==> src/rtl/relu_pkg.sv <==
// Shared types and default geometry for the ReLU stream controller.
// Both the interface and the datapath import this package.
package relu_pkg;

  localparam int DEF_WIDTH = 32;
  localparam int DEF_DEPTH = 64;
  localparam int DEF_LANES = 8;

  typedef enum logic [1:0] {
    ST_IDLE  = 2'd0,
    ST_RUN   = 2'd1,
    ST_DRAIN = 2'd2
  } state_t;

  // Beat-index width: at least one bit, even for a single-beat job.
  function automatic int addr_width(input int beats);
    return (beats > 1) ? $clog2(beats) : 1;
  endfunction

endpackage

==> src/rtl/relu_stream_ctrl_if.sv <==
// Source-buffer read port and downstream valid/ready stream for relu_stream_ctrl.
// The controller side uses the master modport.
interface relu_stream_ctrl_if
  import relu_pkg::*;
#(
  parameter int WIDTH = DEF_WIDTH,
  parameter int DEPTH = DEF_DEPTH,
  parameter int LANES = DEF_LANES
);

  localparam int AW = addr_width(DEPTH / LANES);

  logic                   rd_en;
  logic [AW-1:0]          rd_addr;
  logic [WIDTH*LANES-1:0] rd_data;
  logic                   out_valid;
  logic                   out_ready;
  logic [WIDTH*LANES-1:0] out_data;
  logic                   out_last;

  modport master (
    output rd_en, rd_addr, out_valid, out_data, out_last,
    input  rd_data, out_ready
  );

  modport slave (
    input  rd_en, rd_addr, out_valid, out_data, out_last,
    output rd_data, out_ready
  );

endinterface

==> src/rtl/relu_lane.sv <==
// Single-element rectifier: negative two's-complement inputs become zero.
// The sign bit is also exported so the parent can count zeroed elements.
module relu_lane
  import relu_pkg::*;
#(
  parameter int WIDTH = DEF_WIDTH
) (
  input  logic [WIDTH-1:0] din,
  output logic [WIDTH-1:0] dout,
  output logic             neg
);

  assign neg  = din[WIDTH-1];
  assign dout = neg ? '0 : din;

endmodule

==> src/rtl/relu_stream_ctrl.sv <==
// Reads one job of BEATS beats from a source buffer, rectifies every lane and
// streams the result through a 2-entry FIFO with valid/ready backpressure.
module relu_stream_ctrl
  import relu_pkg::*;
#(
  parameter int WIDTH = DEF_WIDTH,
  parameter int DEPTH = DEF_DEPTH,
  parameter int LANES = DEF_LANES
) (
  input  logic                       clk,
  input  logic                       rst,
  input  logic                       start,
  output logic                       busy,
  output logic                       done,
  output logic [$clog2(DEPTH+1)-1:0] neg_count,
  relu_stream_ctrl_if.master         bus
);

  localparam int BEATS = DEPTH / LANES;
  localparam int AW    = addr_width(BEATS);
  localparam int NW    = $clog2(DEPTH + 1);
  localparam int BW    = WIDTH * LANES;
  localparam logic [AW-1:0] LAST_ADDR = AW'(BEATS - 1);

  state_t         state, state_nxt;
  logic [AW-1:0]  rd_addr;
  logic           rd_en;
  logic           accept;
  logic           last_issue;
  logic           room;
  logic           inflight;
  logic           inflight_last;

  logic [BW-1:0]    rect_data;
  logic [LANES-1:0] neg_flags;
  logic [NW-1:0]    neg_sum;

  logic [BW-1:0] fifo_data [2];
  logic [1:0]    fifo_last;
  logic          wr_ptr, rd_ptr;
  logic [1:0]    fifo_cnt;
  logic          fifo_valid;
  logic          push, pop;
  logic          head_last;

  assign busy       = (state != ST_IDLE) || done;
  assign accept     = start && !busy;
  assign fifo_valid = (fifo_cnt != 2'd0);
  assign pop        = fifo_valid && bus.out_ready;
  assign push       = inflight;
  assign head_last  = fifo_last[rd_ptr];
  assign last_issue = rd_en && (rd_addr == LAST_ADDR);

  // Entries held plus beats still returning from the buffer must leave a free
  // slot for the read issued now; a pop this cycle frees one.
  assign room = ({1'b0, fifo_cnt} + {2'b00, inflight}) < (3'd2 + {2'b00, pop});

  // NOTE: every signal driven here gets a default first so no path can infer a latch.
  always_comb begin
    state_nxt = state;
    rd_en     = 1'b0;
    case (state)
      ST_IDLE: begin
        if (accept) state_nxt = ST_RUN;
      end
      ST_RUN: begin
        rd_en = room;
        if (room && (rd_addr == LAST_ADDR)) state_nxt = ST_DRAIN;
      end
      ST_DRAIN: begin
        if (pop && head_last) state_nxt = ST_IDLE;
      end
      default: state_nxt = ST_IDLE;
    endcase
  end

  always_ff @(posedge clk) begin
    if (rst) state <= ST_IDLE;
    else     state <= state_nxt;
  end

  // The address parks on the last beat instead of wrapping.
  always_ff @(posedge clk) begin
    if (rst)                     rd_addr <= '0;
    else if (accept)             rd_addr <= '0;
    else if (rd_en && !last_issue) rd_addr <= rd_addr + 1'b1;
  end

  // Read return tracking; clearing it on reset drops data still in flight.
  always_ff @(posedge clk) begin
    if (rst) begin
      inflight      <= 1'b0;
      inflight_last <= 1'b0;
    end else begin
      inflight      <= rd_en;
      inflight_last <= last_issue;
    end
  end

  for (genvar i = 0; i < LANES; i++) begin : g_lane
    relu_lane #(.WIDTH(WIDTH)) u_lane (
      .din  (bus.rd_data[WIDTH*i +: WIDTH]),
      .dout (rect_data[WIDTH*i +: WIDTH]),
      .neg  (neg_flags[i])
    );
  end

  always_comb begin
    neg_sum = '0;
    for (int i = 0; i < LANES; i++) neg_sum = neg_sum + NW'(neg_flags[i]);
  end

  always_ff @(posedge clk) begin
    if (rst) begin
      wr_ptr    <= 1'b0;
      rd_ptr    <= 1'b0;
      fifo_cnt  <= 2'd0;
      fifo_last <= 2'b00;
    end else begin
      if (push) begin
        wr_ptr            <= ~wr_ptr;
        fifo_last[wr_ptr] <= inflight_last;
      end
      if (pop) rd_ptr <= ~rd_ptr;
      case ({push, pop})
        2'b10:   fifo_cnt <= fifo_cnt + 2'd1;
        2'b01:   fifo_cnt <= fifo_cnt - 2'd1;
        default: fifo_cnt <= fifo_cnt;
      endcase
    end
  end

  // NOTE: payload storage is not reset; it is only observed while out_valid is high.
  always_ff @(posedge clk) begin
    if (push) fifo_data[wr_ptr] <= rect_data;
  end

  always_ff @(posedge clk) begin
    if (rst)         neg_count <= '0;
    else if (accept) neg_count <= '0;
    else if (push)   neg_count <= neg_count + neg_sum;
  end

  always_ff @(posedge clk) begin
    if (rst) done <= 1'b0;
    else     done <= (state == ST_DRAIN) && pop && head_last;
  end

  assign bus.rd_en     = rd_en;
  assign bus.rd_addr   = rd_addr;
  assign bus.out_valid = fifo_valid;
  assign bus.out_data  = fifo_data[rd_ptr];
  assign bus.out_last  = fifo_valid && head_last;

endmodule

==> src/flat_wrapper.sv <==
// flat-port wrapper written by rule: the top's interface ports become plain ports
module relu_stream_ctrl_flat import relu_pkg::*;
#(
  parameter int WIDTH = DEF_WIDTH,
  parameter int DEPTH = DEF_DEPTH,
  parameter int LANES = DEF_LANES
)
  (clk, rst, start, busy, done, neg_count, bus_rd_en, bus_rd_addr, bus_out_valid, bus_out_data, bus_out_last, bus_rd_data, bus_out_ready);
  relu_stream_ctrl_if #(.WIDTH(WIDTH), .DEPTH(DEPTH), .LANES(LANES)) bus_i ();
  input  logic clk;
  input  logic rst;
  input  logic start;
  output logic busy;
  output logic done;
  output logic [$clog2(DEPTH+1)-1:0] neg_count;
  output wire logic [$bits(bus_i.rd_en)-1:0] bus_rd_en;
  output wire logic [$bits(bus_i.rd_addr)-1:0] bus_rd_addr;
  output wire logic [$bits(bus_i.out_valid)-1:0] bus_out_valid;
  output wire logic [$bits(bus_i.out_data)-1:0] bus_out_data;
  output wire logic [$bits(bus_i.out_last)-1:0] bus_out_last;
  input wire logic [$bits(bus_i.rd_data)-1:0] bus_rd_data;
  input wire logic [$bits(bus_i.out_ready)-1:0] bus_out_ready;
  assign bus_rd_en = bus_i.rd_en;
  assign bus_rd_addr = bus_i.rd_addr;
  assign bus_out_valid = bus_i.out_valid;
  assign bus_out_data = bus_i.out_data;
  assign bus_out_last = bus_i.out_last;
  assign bus_i.rd_data = bus_rd_data;
  assign bus_i.out_ready = bus_out_ready;
  relu_stream_ctrl #(.WIDTH(WIDTH), .DEPTH(DEPTH), .LANES(LANES)) u_core (.clk(clk), .rst(rst), .start(start), .busy(busy), .done(done), .neg_count(neg_count), .bus(bus_i));
endmodule
==> config.mk <==
export PLATFORM = sky130hd
export DESIGN_NAME = relu_stream_ctrl_flat
export DESIGN_NICKNAME = d
export VERILOG_FILES = /design/src/rtl/relu_pkg.sv /design/src/rtl/relu_stream_ctrl_if.sv /design/src/rtl/relu_lane.sv /design/src/rtl/relu_stream_ctrl.sv /design/src/flat_wrapper.sv
export SDC_FILE = /design/constraint.sdc
export NUM_CORES = 1
export LEC_CHECK = 0
export CAP_MARGIN = 20
export CORE_MARGIN = 4
export CORE_UTILIZATION = 31
export CTS_CLUSTER_DIAMETER = 30
export DETAILED_ROUTE_END_ITERATION = 10
export GPL_TIMING_DRIVEN = 0
export PLACE_DENSITY = 0.57
export SLEW_MARGIN = 20
export SYNTH_ARGS = -nofsm -noshare
export SYNTH_HDL_FRONTEND = slang
export SYNTH_SLANG_ARGS = --single-unit
==> constraint.sdc <==
create_clock -name clk -period 7.1 [get_ports clk]
set_input_delay 2.13 -clock clk [delete_from_list [all_inputs] [get_ports clk]]
set_output_delay 2.13 -clock clk [all_outputs]
set_load 0.02 [all_outputs]
# Yosys cells after proc, flatten, opt, wreduce, memory -nomap -nowiden
# Memories as Yosys holds them, arrays and structs flattened. A register that Yosys moved wholly into a read port is not among the register bits.
# Cells that the tools add are included.
[totals]
in_bits = 260
regBits = 21
elab_cells = 80
mem_count = 1
ramBits = 496
output_inout_bits = 271
[op_classes]
n_lt_le_gt_ge = 4
bitwise_logic = 2
reduce_logical = 19
add_sub_neg = 13
n_eq_ne = 8
mux = 23
[memory_table]
columns = ["memory", "depth", "width", "read_ports", "rd_clocked_by_memory_dff", "write_ports", "line", "source"]
rows = [
  ["u_core.fifo_data", 2, 248, 1, 1, 1, "relu_stream_ctrl.sv:38", "logic [BW-1:0] fifo_data [2];"],
]
[ops]
columns = ["op", "count"]
rows = [
  ["2-to-1 mux 31 bit", 8],
  ["adder 7 x 1 -> 7 bit", 6],
  ["logical AND 1 bit", 10],
  ["2-to-1 mux 1 bit", 8],
  ["adder 7 bit", 1],
  ["2-to-1 mux 2 bit", 3],
  ["!= test 2 x 1 -> 1 bit (second input constant)", 3],
  ["one-hot mux 2 bit (3 select lines)", 1],
  ["nonzero test 2 bit", 3],
  ["== test 2 x 1 -> 1 bit (second input constant)", 2],
  ["== test 2 bit (second input constant)", 2],
  ["less-than comparator 1 x 2 -> 1 bit (second input constant)", 2],
  ["one-hot mux 2 bit (2 select lines)", 1],
  ["adder 2 x 1 -> 3 bit", 1],
  ["adder 2 x 1 -> 3 bit (first input constant)", 1],
  ["adder 3 x 1 -> 3 bit (second input constant)", 1],
  ["== test 3 bit (second input constant)", 1],
  ["less-than comparator 3 bit", 1],
  ["AND reduction 3 bit", 1],
  ["adder 1 x 1 -> 2 bit", 1],
  ["adder 2 x 1 -> 2 bit (second input constant)", 1],
  ["bitwise mux 2 bit", 1],
  ["zero test 1 bit", 2],
  ["zero test 2 bit", 1],
  ["6 further kinds", 7],
]

# Depth between registers and ports, before layout
[logic_depth]
word_depth = 8
ltp_mapped = 13
mapped_depth_nobuf = 13

# Hierarchy
# From an unflattened synthesis, not the netlist that was laid out.
[hier_totals]
hier_cells = 1230
hier_area_um2 = 21612.0
[by_module_without_submodules]
columns = ["mod", "cells_per_inst", "n_inst", "seq_area_each_um2", "area_each_um2"]
rows = [
  ["relu_stream_ctrl", 934, 1, 15815.2, 19640.1],
  ["relu_lane", 37, 8, 0.0, 246.5],
]

# Least setup slack after synthesis
# No wires, ideal clock.
[synth_timing]
kind = "reg2reg"
from = "reg u_core.inflight"
to = "reg u_core.fifo_last[1]"
arrival_time_ns = 6.848
stages_incl_launch_ff = 5
slack_ns = 0.117
synth_period_minus_slack_ns = 6.983
required_ns = 6.965
path_buffers = 1
setup_time_ns = 0.135
path_cell_list = "dfxtp_1 clkbuf_1 and2_1 mux2i_1 nor2_1"
[synth_lines]
columns = ["element", "line", "source"]
rows = [
  ["start: declaration", "relu_stream_ctrl.sv:31", "logic inflight;"],
  ["start signal: assignment", "relu_stream_ctrl.sv:95", "inflight <= rd_en;"],
  ["end signal: indexed assignment", "relu_stream_ctrl.sv:122", "fifo_last[wr_ptr] <= inflight_last;"],
  ["end: declaration", "relu_stream_ctrl.sv:39", "logic [1:0] fifo_last;"],
]

# Worst setup path after layout
[layout_timing]
from = "in bus_out_ready"
to = "out bus_rd_en"
[layout_between]
elab_chain_len = 4
[layout_lines]
columns = ["element", "line", "source"]
rows = [
  ["start: declaration", "flat_wrapper.sv:22", "input wire logic [$bits(bus_i.out_ready)-1:0] bus_out_ready;"],
  ["logical AND 1 bit", "relu_stream_ctrl.sv:49", "assign pop = fifo_valid && bus.out_ready;"],
  ["adder 2 x 1 -> 3 bit", "relu_stream_ctrl.sv:56", "assign room = ({1'b0, fifo_cnt} + {2'b00, inflight}) < (3'd2 + {2'b00, pop});"],
  ["less-than comparator 3 bit", "relu_stream_ctrl.sv:56", ""],
  ["2-to-1 mux 1 bit", "relu_stream_ctrl.sv:62", "case (state)"],
  ["end: declaration", "flat_wrapper.sv:16", "output wire logic [$bits(bus_i.rd_en)-1:0] bus_rd_en;"],
]
# Every way passes these cells.

==> results.toml <==
[outcome]
status = "finished, final reports clean"

[yosys]
async_flop_share_pct = 0
yosysTopAreaCell = "edfxtp_1"
synth_area_sq_um = 20900
avgSynthCellArea_sq_um = 17.4
synth_ff_type = "edfxtp_1"
yosysMostFrequentCell = "edfxtp_1"
synth_common_cells = "edfxtp_1, nor2b_1, mux2_1"
syn-instance-count = 1198
yosysTopAreaCellShare_pct = 71.4
yosysWarnings = 0
ys_types = 44
ys_ff_latch = 518
ys_seq_area_share_pct = 73.5
synth.area.top_cells = "edfxtp_1, mux2_1, nor2b_1"
synth_edf_count = 496

[global_routing]
grt_overflow_total = 0
grt_pass1_vias = 13400
grt_max_degree = 94
grt_pass1_wl_mm = 82.9
grt_usage_pct = 15.4
antenna_found_initial = 13

[place]
gp_congestion = 0.748
port_buffers = 522
dpl.hpwl_mm = 40.1
place_area_sq_um = 27400

[flow_run]
cap_viol_max_count = 0

[pwr]
p_comb_share_pct = 17.0
ir_worst_vdd_mv = 0.183
p_per_area_nw_per_um2 = 335
sw_frac_of_total_pct = 24.8
power.total_w = 0.0105
clockPowerShare_pct = 49.6
p_leak_nw = 11.0
internal_power_w = 0.00790
p_seq_share_pct = 33.4
p_sw_w = 0.00260

[critical_path]
r2r_slack_ps = 4610
cp_max_fo = 6
endpoint_kind = "output pin"
ff2ff_path_depth = 5
r2r_start = "u_core.inflight"
required_ps = 4970
start_kind = "primary input"
crit_slowest_cell = "clkdlybuf4s50_1"
cpPeakStageDelay_ps = 640
r2r-end = "u_core.fifo_data[1][97]"
arrival_ps = 3820
path_common_cell = "clkdlybuf4s50_1"
critical_path_class = "primary input to output pin"
worstPathCellList = "clkdlybuf4s50_1, o21ai_2, o21a_1, nor3_1, clkdlybuf4s50_1"

[layout]
final_area_sq_um = 31300
nets = 2135
drive_gt1_share_pct = 12.9
syn_to_final_growth_pct = 50.2
utilization_pct = 47.3

[cts]
insertion_delay_ps = 630
post_cts_buffers = 0
root_buffer = "clkbuf_16"
post_cts_resize_count = 0
cts.clk_slew.worst_paths_ps = 40
cts_tree = "yes"
htreeDepth = 3
cts_buffers = 117
cts.sinks = 518
hold_buffers = 0
clockBufferDepth = 3

[worst_hold_path]
worstHoldPathCells = 2
hold-path-endpoint = "u_core.wr_ptr"
hold_start = "u_core.wr_ptr"
hold_path_class = "flop to flop"

[floorplan]
die_x_um = 267
core_area_sq_um = 66200
die-area_sq_um = 71500
io-pin-count = 531
die-height_um = 267
start_util_pct = 31.5
rows = 94

[sta]
fmax_ghz = 0.168
rsz0062_at_grt = "false"
worstMarginPinSlew_ps = 1070
hold_violations = 0
hold_slack_ps = 480
drv_slew = 0
slew-limit-headroom_pct = 28.8
finalSetupViolations = 0
fin_skew_ps = 28.8
fin_crit_ps = 5950
fin_tns_setup_ps = 0
final.period_utilization_pct = 83.9

[detailed_routing]
drc_errors = 0
vias = 12500
drt_first_pass_iters = 4
ant_nets = 0
wirelength_mm = 57.5
viasPerCell = 4.42
wl_per_cell_um = 20.4
drt_first_iter_violations = 550
## through the flow
step / setup slack [ps] / std cells
floorplan: 117 / 1205
global placement: -3930 / 2591
detailed placement: 602 / 2599
CTS: 1130 / 2809
global route: 1030 / 2813
finish: 1150 / 2817
## metal layers
layer,global-route usage (%),vias to the layer above,share of wire [%]
met5,0,-,0.035
met4,5.92,4,2.6
met3,4.71,103,7.0
met2,26.6,414,51
met1,18.0,6150,40
li1,-,5784,-
## cell families (layout without fill, tap and decap cells)
kind of cell / count (synthesis) / in the layout / share of synthesized area [%]
mux: 253 / 253 / 13.6
flops: 518 / 518 / 73.5
xor+xnor: 3 / 3 / 0.126
other cells: 1 / 16 / 0.0180
simple gates: 288 / 288 / 8.52
fa+ha+maj: 21 / 21 / 1.40
buf+inv: 81 / 821 / 1.75
compound gates: 33 / 33 / 1.09
## state kept, by name (all words and copies together) (netlist names), named ones only
| register | cells |
|---|---|
| u_core.rd_ptr | 1 |
| u_core.bus.rd_addr | 3 |
| u_core.fifo_last | 2 |
| u_core.fifo_data | 496 |
| u_core.neg_count | 7 |
| u_core.done | 1 |
| u_core.state | 2 |
| u_core.wr_ptr | 1 |
| u_core.inflight | 1 |
| u_core.inflight_last | 1 |
| u_core.fifo_cnt | 2 |
## power by group through the flow
| stage | logic [W] | clock network, W | registers [W] |
|---|---|---|---|
| floorplan | 0.000912 | 0 | 0.00358 |
| detailed placement | 0.00181 | 0 | 0.00356 |
| global route | 0.00190 | 0.00551 | 0.00351 |
| CTS | 0.00183 | 0.00532 | 0.00351 |
| finish | 0.00179 | 0.00521 | 0.00351 |
| global placement | 0.00180 | 0 | 0.00360 |
## worst max-delay path by stage
stage | startpoint | end | slack (ps)
floorplan | u_core.inflight | u_core.fifo_last[1] | 120
global placement | u_core.inflight | u_core.fifo_last[1] | -3930
detailed placement | bus_rd_data[159] | u_core.neg_count[6] | 600
CTS | bus_out_ready | bus_rd_en | 1130
global route | bus_rd_data[159] | u_core.neg_count[6] | 1030
finish | bus_out_ready | bus_rd_en | 1150
## final cells by class
| cell class | instances | area [sq um] |
|---|---|---|
| timing repair buffer | 530 | 5430 |
| multi-input combinational | 606 | 5200 |
| tap | 864 | 1080 |
| clock buffer | 136 | 3010 |
| clock inverter | 74 | 900 |
| antenna | 8 | 20.0 |
| buffer | 63 | 298 |
| inverter | 18 | 75.1 |
| fill | 5770 | 34900 |
| sequential | 518 | 15300 |
## layout by cell type (no fill, tap or decap), drive strengths merged, types with 5 or more instances in the layout
cell and count:
conb 8, diode 8, clkinv 51, clkinvlp 6, clkbuf 166, mux2i 5
edfxtp 496, clkdlybuf4s50 522, or3 6, mux2 248, nor2b 251, buf 41
nor2 14, ha 17, inv 19, a21oi 7, bufinv 16, dfxtp 22
o21ai 8
## worst max-delay path: cells and delay by family
family,cells,cell delay (ps)
compound gates,2,390
buf+inv,2,1140
simple gates,1,160
(Power assumes the default switching activity.)
